## src/rtl/alu_seq_core.sv

```systemverilog
// Multi-cycle ALU for the KGP-RISC execute stage: single-cycle add/logic, serial 1-bit/cycle shifter.
// Define ALU_BARREL_SHIFT_EN to replace the serial shifter with a single-cycle barrel shifter (busy tied 0).
module alu_seq_core #(
    parameter int DATA_W = 32
) (
    input  logic              clk,
    input  logic              rst,
    input  logic              start,
    input  logic [6:0]        alu_control,
    input  logic [DATA_W-1:0] op_a,
    input  logic [DATA_W-1:0] op_b,
    output logic              busy,
    output logic              done,
    output logic [DATA_W-1:0] result,
    output logic              carry,
    output logic              zero,
    output logic              sign,
    output logic              branch_taken
);

    typedef enum logic [1:0] {IDLE, SHIFT, DONE} state_t;

    localparam logic [2:0] OP_AND  = 3'b000;
    localparam logic [2:0] OP_XOR  = 3'b001;
    localparam logic [2:0] OP_ADD  = 3'b010;
    localparam logic [2:0] OP_SHLL = 3'b011;
    localparam logic [2:0] OP_SHRL = 3'b100;
    localparam logic [2:0] OP_SHRA = 3'b101;

    state_t              state, state_nxt;
    logic [2:0]          op;
    logic [4:0]          shamt;
    logic [DATA_W-1:0]   a_eff;
    logic [DATA_W:0]     sum;
    logic [DATA_W-1:0]   alu_res;
    logic                alu_cy;
    logic                serial_go;

    // Completion bundle: what gets registered into the outputs when an op finishes
    logic                fin_en;
    logic [DATA_W-1:0]   fin_res;
    logic                fin_cy;
    logic [1:0]          fin_bt;

    assign op    = alu_control[6:4];
    assign shamt = op_b[4:0];
    assign a_eff = alu_control[3] ? ~op_a : op_a;
    assign sum   = {1'b0, a_eff} + {1'b0, op_b} + {{DATA_W{1'b0}}, alu_control[2]};

    function automatic logic br_eval(input logic [1:0] bt, input logic [DATA_W-1:0] r);
        case (bt)
            2'b00:   br_eval = (r == '0);
            2'b01:   br_eval = (r != '0);
            2'b10:   br_eval = r[DATA_W-1];
            default: br_eval = 1'b0;
        endcase
    endfunction

    always_comb begin
        alu_res = '0;
        alu_cy  = 1'b0;
        case (op)
            OP_AND: alu_res = op_a & op_b;
            OP_XOR: alu_res = op_a ^ op_b;
            OP_ADD: begin
                alu_res = sum[DATA_W-1:0];
                alu_cy  = sum[DATA_W];
            end
`ifdef ALU_BARREL_SHIFT_EN
            OP_SHLL: alu_res = op_a << shamt;
            OP_SHRL: alu_res = op_a >> shamt;
            OP_SHRA: alu_res = $signed(op_a) >>> shamt;
`else
            // Serial build: this path only completes shifts with a zero amount
            OP_SHLL, OP_SHRL, OP_SHRA: alu_res = op_a;
`endif
            default: alu_res = '0;
        endcase
    end

`ifdef ALU_BARREL_SHIFT_EN
    assign serial_go = 1'b0;
    assign busy      = 1'b0;
`else
    logic [DATA_W-1:0] acc, acc_shf;
    logic [4:0]        cnt;
    logic [2:0]        op_q;
    logic [1:0]        br_q;
    logic              ld_shift;

    assign serial_go = (op inside {OP_SHLL, OP_SHRL, OP_SHRA}) && (shamt != 5'd0);
    assign busy      = (state == SHIFT);
    assign ld_shift  = (state != SHIFT) && start && serial_go;

    always_comb begin
        case (op_q)
            OP_SHLL: acc_shf = {acc[DATA_W-2:0], 1'b0};
            OP_SHRL: acc_shf = {1'b0, acc[DATA_W-1:1]};
            default: acc_shf = {acc[DATA_W-1], acc[DATA_W-1:1]};
        endcase
    end

    always_ff @(posedge clk or negedge rst) begin
        if (!rst) begin
            acc  <= '0;
            cnt  <= '0;
            op_q <= '0;
            br_q <= '0;
        end else if (ld_shift) begin
            acc  <= op_a;
            cnt  <= shamt;
            op_q <= op;
            br_q <= alu_control[1:0];
        end else if (state == SHIFT) begin
            acc <= acc_shf;
            cnt <= cnt - 5'd1;
        end
    end
`endif

    always_comb begin
        state_nxt = state;
        fin_en    = 1'b0;
        fin_res   = alu_res;
        fin_cy    = alu_cy;
        fin_bt    = alu_control[1:0];
        case (state)
            SHIFT: begin
`ifdef ALU_BARREL_SHIFT_EN
                state_nxt = IDLE;
`else
                // Starts arriving here are dropped, not queued
                if (cnt == 5'd1) begin
                    state_nxt = DONE;
                    fin_en    = 1'b1;
                    fin_res   = acc_shf;
                    fin_cy    = 1'b0;
                    fin_bt    = br_q;
                end
`endif
            end
            default: begin
                state_nxt = IDLE;
                if (start) begin
                    if (serial_go) begin
                        state_nxt = SHIFT;
                    end else begin
                        state_nxt = DONE;
                        fin_en    = 1'b1;
                    end
                end
            end
        endcase
    end

    always_ff @(posedge clk or negedge rst) begin
        if (!rst) state <= IDLE;
        else      state <= state_nxt;
    end

    always_ff @(posedge clk or negedge rst) begin
        if (!rst) begin
            result       <= '0;
            carry        <= 1'b0;
            zero         <= 1'b0;
            sign         <= 1'b0;
            branch_taken <= 1'b0;
        end else if (fin_en) begin
            result       <= fin_res;
            carry        <= fin_cy;
            zero         <= (fin_res == '0);
            sign         <= fin_res[DATA_W-1];
            branch_taken <= br_eval(fin_bt, fin_res);
        end
    end

    assign done = (state == DONE);

endmodule

```

## config.mk

```make
export PLATFORM = sky130hd
export DESIGN_NAME = alu_seq_core
export DESIGN_NICKNAME = d
export VERILOG_FILES = /design/src/rtl/alu_seq_core.sv
export SDC_FILE = /design/constraint.sdc
export NUM_CORES = 1
export LEC_CHECK = 0
export CAP_MARGIN = 10
export CORE_UTILIZATION = 60
export DETAILED_ROUTE_END_ITERATION = 12
export DONT_BUFFER_PORTS = 1
export GPL_TIMING_DRIVEN = 1
export PLACE_DENSITY = 0.79
export SLEW_MARGIN = 20
export SYNTH_ARGS = -nofsm -noshare
export SYNTH_HDL_FRONTEND = slang
export SYNTH_SLANG_ARGS = --single-unit
```

## constraint.sdc

```tcl
create_clock -name clk -period 5 [get_ports clk]
set_input_delay 1 -clock clk [delete_from_list [all_inputs] [get_ports clk]]
set_output_delay 1 -clock clk [all_outputs]
set_load 0.02 [all_outputs]
```

==> results of run 1 <==
## where the power goes
group	leakage (nW)	switching [mW]	total, mW	internal (mW)
clock	0.141	0.259	0.665	0.406
sequential	0.976	0.444	1.38	0.935
combinational	2.55	0.886	1.52	0.632
## worst max-delay path: stages
cell and delay, ps:
xnor2_1 120, fa_1 420, fa_1 500, inv_1 40, mux4_2 440, a221oi_1 260, a21oi_1 100, a211oi_1 300
o2111ai_1 200, nor4_2 330, nand4_1 190, a2111o_1 480, nor4_4 290, mux2i_1 250, o22a_1 140
## cells by family after synthesis
| family | after synthesis |
|---|---|
| AO/OA/AOI/OAI | 293 |
| XOR/XNOR | 53 |
| adder cells (fa/ha/maj) | 67 |
| AND/OR/NAND/NOR | 310 |
| flip-flops | 79 |
| buffers and inverters | 80 |
| multiplexers | 67 |
## registers in the layout, indices dropped and copies added, names as in the netlist
signal        flops
zero              1
branch_taken      1
cnt               5
carry             1
op_q              3
acc              32
result           32
state             2
br_q              2
## placed cells by master (no fill, tap or decap), types with 12 or more instances in the layout
cell,n
a21oi_1,75
o211ai_1,15
nand4_1,12
xor2_1,41
nor2_1,88
xnor2_1,12
dfrtp_1,79
nand2_1,121
mux2i_1,36
ha_1,65
buf_4,14
a221oi_1,12
mux2_2,27
a221o_1,32
inv_1,15
nor3_1,16
o21ai_0,63
a22oi_1,17
## metal layers
metal	global-route usage, %	vias up	share of wire, %
met5	0	-	0
met4	16.7	0	3.8
met3	10.1	87	12
met2	56.5	524	43
met1	53.1	3666	41
li1	-	3440	-
## worst min-delay path by stage
stage	start	endpoint	slack, ps	depth (start not counted)
2_1_floorplan	op_q[0]$_DFFE_PN0P_	op_q[0]$_DFFE_PN0P_	470	2
3_3_place_gp	op_q[0]$_DFFE_PN0P_	op_q[0]$_DFFE_PN0P_	490	2
3_5_place_dp	op_q[0]$_DFFE_PN0P_	op_q[0]$_DFFE_PN0P_	490	2
4_1_cts	rst	cnt[2]$_DFFE_PN0P_	350	0
5_1_grt	rst	cnt[2]$_DFFE_PN0P_	340	0
6_report	rst	acc[3]$_DFFE_PN0P_	340	0
## cell type report
| class | instances | share of cell area [%] |
|---|---|---|
| clock inverters | 1 | 0.368 |
| flip-flops and latches | 79 | 24.2 |
| repair buffers | 14 | 1.29 |
| well taps | 172 | 2.64 |
| clock buffers | 12 | 3.14 |
| inverters | 16 | 0.735 |
| multi-input cells | 790 | 67.6 |
==> impl_metrics.yaml, run 1 <==
sta:
  worstMarginPinSlew_ps: 871
  drv_slew: 0
  fin_hold_ws_ps: 342
  fin_ws_ps: 216
  finalCritPeriodShare_pct: 95.7
  setup_viol: 0
  slew-limit-headroom_pct: 41.9
  max_freq_mhz: 209
  period_needed_ps: 4780
  skew_ps: 9.45
  setup_tns_ps: 0
  hold_viol: 0
global_routing:
  grt_pass1_wl_um: 39500
  antenna_found_initial: 1
  gr-total-overflow: 0
  grt_pass1_vias: 7349
  grtUsageTotal_pct: 38.5
  grt_max_degree: 80
die:
  die_w_um: 116
  start_util_pct: 61.6
  die_area_um2: 13500
  num_rows: 41
  io_pins: 112
  die_h_um: 116
  core_um2: 12700
critical_path:
  reg2reg_slack_ps: 980
  crit_path_end: "branch_taken$_DFFE_PN0P_"
  cp-end-kind: "register"
  ff2ff_path_depth: 15
  path_class: "in -> reg"
  worst-path-max-fanout: 32
  critPathLaunchType: "input pin"
  worstReg2RegEnd: "branch_taken$_DFFE_PN0P_"
  critPathArrivalTime_ps: 5060
  cp-startpoint: "alu_control[3]"
  reg2reg_from: "cnt[1]$_DFFE_PN0P_"
  worstPathRequired_ps: 5280
cts:
  h-tree-depth: 3
  cts_root_buf: "clkbuf_16"
  cts_hold_buffers: 0
  cts_tree: "built"
  cts_buffers: 9
  cts_sinks: 79
  cts_resized: 0
  cts_setup_buffers: 0
  clk_latency_ps: 350
  cts_buffer_depth: 2
  clk_pin_slew_ps: 60
drt:
  viasPerCell: 7.12
  drt_iter0_markers: 885
  ant_nets: 0
  drc: 0
  dr.pass1.iters: 6
  wl_per_cell_um: 23.4
  drt_wl_total_um: 25400
  vias: 7717
placed_design:
  placed_area_um2: 7870
  io_buffers: 0
  place_congestion: 0.997
  dpl.hpwl_um: 18300
  dp_slack_ps: -28.0
  place_inst: 1071
pwr:
  ir_worst_vdd_mv: 0.217
  total_leakage_power_nw: 3.67
  power.density_nw_per_um2: 436
  p_total_mw: 3.56
logic_synthesis:
  synth_top_area_cell: "dfrtp_1"
  netlist-cell-type-count: 71
  synth.top_cell.area_share_pct: 25.3
  synth_seq_area_share_pct: 25.3
  yosys.area_share.simple_pct: 18.3
  postSynthAreaPerCell_um2: 8.23
  synthMuxAreaShare_pct: 9.57
  ys.warnings.count: 0
  synth_most_common_cell: "nand2_1"
  ys_top_cells_by_count: "121 x nand2_1, 91 x nor2_1, 79 x dfrtp_1, 75 x a21oi_1, 65 x ha_1"
  ys_ff_latch: 79
  yosys-top-cells-area: "dfrtp_1 25%, ha_1 10%, nand2_1 5.8%, a21oi_1 4.8%, mux2i_1 4.6%"
  ys.flop_type: "dfrtp_1"
  synth-compound-area-share_pct: 25.7
  synth_nets: 1090
  synthCells: 949
  synth-adder-area-share_pct: 10.9
  synthArstFlopShare_pct: 100
  netlist_area_um2: 7810
  synth_xor_area_share_pct: 5.94
  synth-edff-count: 0
  synth_top_family_by_area: "compound AO/OA/AOI/OAI gates"
cells_and_area:
  seq_area_um2: 1980
  design_area_um2: 8170
  fin_nets: 1051
  fillCellCount: 1137
  drive_gt1_share_pct: 8.00
  antenna_cells: 0
  postLayoutCoreUtil_pct: 64.5
  instances_no_fill: 1084
  multiInputGateArea_um2: 5520
  syn_to_final_growth_pct: 4.58
run_status:
  outcome: "completed"
flow_run:
  cap_violations: 0
hold_path:
  min_path_type: "in -> async"
(Power assumes the default switching activity.)
==> inputs of run 2 (changes only) <==
--- a/config.mk
+++ b/config.mk
@@ -10,7 +10,7 @@
 export DETAILED_ROUTE_END_ITERATION = 12
 export DONT_BUFFER_PORTS = 1
 export GPL_TIMING_DRIVEN = 1
-export PLACE_DENSITY = 0.79
+export PLACE_DENSITY = 0.76
 export SLEW_MARGIN = 20
 export SYNTH_ARGS = -nofsm -noshare
 export SYNTH_HDL_FRONTEND = slang
==> constraint.sdc (replaced) <==
create_clock -name clk -period 5 [get_ports clk]
set_input_delay 1 -clock clk [delete_from_list [all_inputs] [get_ports clk]]
set_output_delay 1 -clock clk [all_outputs]
set_load 0.01 [all_outputs]
==> run 2 against run 1 <==
Effect of this change: clock power up 8.6%; cell count up 0.46%; combinational power about the same; sequential power down 7%; worst setup slack worse by 53 ps; first-iteration DRC count down 6.3%; flip-flop and latch count unchanged; critical path depth up 1; sequential share of layout area down 0.11 points; die area unchanged; global-route usage up 2.0 points; largest cell class unchanged.
==> impl_metrics.yaml, run 2 (synthesis results as in run 1) <==
cts:
  h-tree-depth: 3
  clk_pin_slew_ps: 60
  cts_sinks: 79
  cts_setup_buffers: 0
  clk_latency_ps: 340
  cts_buffers: 9
  cts_buffer_depth: 2
  cts_root_buf: "clkbuf_16"
  cts_tree: "built"
  cts_hold_buffers: 0
  cts_resized: 0
placed_design:
  place_congestion: 1.02
  io_buffers: 0
  dpl.hpwl_um: 19800
  placed_area_um2: 7880
sta:
  skew_ps: 11.6
  period_needed_ps: 4840
  drv_slew: 0
  slew-limit-headroom_pct: 42.2
  rsz0062_at_grt: "no"
  fin_hold_ws_ps: 358
  worstMarginPinSlew_ps: 863
  setup_viol: 0
  max_freq_mhz: 207
  finalCritPeriodShare_pct: 96.7
  hold_viol: 0
drt:
  drc: 0
  drt_iter0_markers: 829
  wl_per_cell_um: 24.7
  dr.pass1.iters: 5
  drt_wl_total_um: 26900
  viasPerCell: 7.07
  vias: 7701
  ant_nets: 0
die:
  io_pins: 112
  num_rows: 41
  core_um2: 12700
  die_h_um: 116
  die_area_um2: 13500
  die_w_um: 116
  start_util_pct: 61.6
critical_path:
  reg2reg_from: "cnt[1]$_DFFE_PN0P_"
  path_cells: "xnor2_1 > fa_1 > fa_1 > inv_1 > mux4_2 > a221oi_1 > a21oi_1 > a211oi_1 > o2111ai_1 > nor4_1 > nand4_1 > a2111o_1 > nor4_2 > buf_4 > mux2i_1 > o22a_1"
  worst-path-max-fanout: 32
  worstPathRequired_ps: 5270
  slowest_stage: "fa_1"
  path_common_cell: "fa_1"
  path_class: "in -> reg"
  cp-end-kind: "register"
  critPathArrivalTime_ps: 5110
  critPathLaunchType: "input pin"
  cp-startpoint: "alu_control[3]"
  max_stage_delay_ps: 500
pwr:
  p_int_mw: 2.03
  total_leakage_power_nw: 3.69
  clockPowerShare_pct: 20.5
  p_sw_share_pct: 42.3
  ir_worst_vdd_mv: 0.198
  combPwrFrac_pct: 43.3
  p_switching_mw: 1.49
  power.density_nw_per_um2: 430
  seqPwrFrac_pct: 36.3
cells_and_area:
  design_area_um2: 8210
  mostFrequentLayoutCells: "121 x nand2_1, 88 x nor2_1, 79 x dfrtp_1"
  syn_to_final_growth_pct: 5.08
  fillCellCount: 1110
  reg.largest.list: "acc x32, result x32, cnt x5"
  antenna_cells: 0
  drive_gt1_share_pct: 8.29
  final_common_cell: "nand2_1"
  fin_nets: 1053
global_routing:
  gr-total-overflow: 0
  grt_max_degree: 80
  grt_pass1_vias: 7375
  grt_pass1_wl_um: 40900
  grtUsageTotal_pct: 40.5
  antenna_found_initial: 0
run_status:
  outcome: "completed"
hold_path:
  min_path_type: "in -> async"
flow_run:
  cap_violations: 0
run 2: cell types whose count changed in the layout (fill, tap and decap cells not counted), sizes merged:
cell / change
buf: +2
bufinv: +1
clkbuf: +1
clkinv: +1
run 2: final cells by class:
type,count,area (um2),area share (%)
multi-input cells,790,5510,67.1
clock buffers,13,260,3.17
repair buffers,16,120,1.46
inverters,16,60.1,0.732
clock inverters,3,65.1,0.793
well taps,172,215,2.62
flip-flops and latches,79,1980,24.1
run 2: power groups by stage:
stage | combinational, mW | sequential [mW] | clock, mW
floorplan | 1.18 | 1.18 | 0
global placement | 1.44 | 1.26 | 0
detailed placement | 1.48 | 1.28 | 0
CTS | 1.49 | 1.27 | 0.719
global route | 1.67 | 1.32 | 0.750
finish | 1.53 | 1.28 | 0.722
run 2: through the flow:
| step | setup slack [ps] | setup TNS, ps | power (mW) | utilization (%) | cells |
|---|---|---|---|---|---|
| after floorplan | 87.0 | 0 | 2.36 | - | 949 |
| after global placement | 12.9 | 0 | 2.70 | 62.2 | 1073 |
| after detailed placement | -56.7 | -56.7 | 2.76 | 62.2 | 1073 |
| after CTS | 280 | 0 | 3.48 | 64.8 | 1089 |
| after global routing | 67.3 | 0 | 3.73 | 64.8 | 1089 |
| final | 164 | 0 | 3.53 | 64.8 | 1089 |
run 2: path summary, 6_finish.rpt:
kind | slack [ps] | cells after the start | to
max in group asynchronous | 4520 | 0 | acc[6]$_DFFE_PN0P_
min in group clk | 510 | 2 | op_q[0]$_DFFE_PN0P_
min reg2reg | 510 | 2 | op_q[0]$_DFFE_PN0P_
min | 360 | 0 | cnt[4]$_DFFE_PN0P_
max | 160 | 16 | branch_taken$_DFFE_PN0P_
max reg2reg | 840 | 16 | branch_taken$_DFFE_PN0P_
run 2: critical path, delay by kind of cell:
| kind | cells | cell delay, ps |
|---|---|---|
| buffers and inverters | 2 | 210 |
| multiplexers | 2 | 610 |
| AO/OA/AOI/OAI | 6 | 1450 |
| adder cells (fa/ha/maj) | 2 | 920 |
| XOR/XNOR | 1 | 120 |
| AND/OR/NAND/NOR | 3 | 770 |
run 2: metal layers:
metal / wire [um] / GRT usage [%] / vias to the layer above / share of wire (%)
met1: 10900 / 53.9 / 3705 / 41
met4: 971 / 16.0 / 0 / 3.6
met2: 11700 / 62.5 / 479 / 43
met5: 0 / 0 / - / 0
met3: 3270 / 10.6 / 79 / 12
li1: - / - / 3438 / -
==> inputs of run 3 (changes only) <==
--- a/config.mk
+++ b/config.mk
@@ -11,6 +11,7 @@
 export DONT_BUFFER_PORTS = 1
 export GPL_TIMING_DRIVEN = 1
 export PLACE_DENSITY = 0.76
+export RECOVER_POWER = 25
 export SLEW_MARGIN = 20
 export SYNTH_ARGS = -nofsm -noshare
 export SYNTH_HDL_FRONTEND = slang
==> results of run 3 <==
The final DEF is identical to that of run 2; final timing and power are the same.
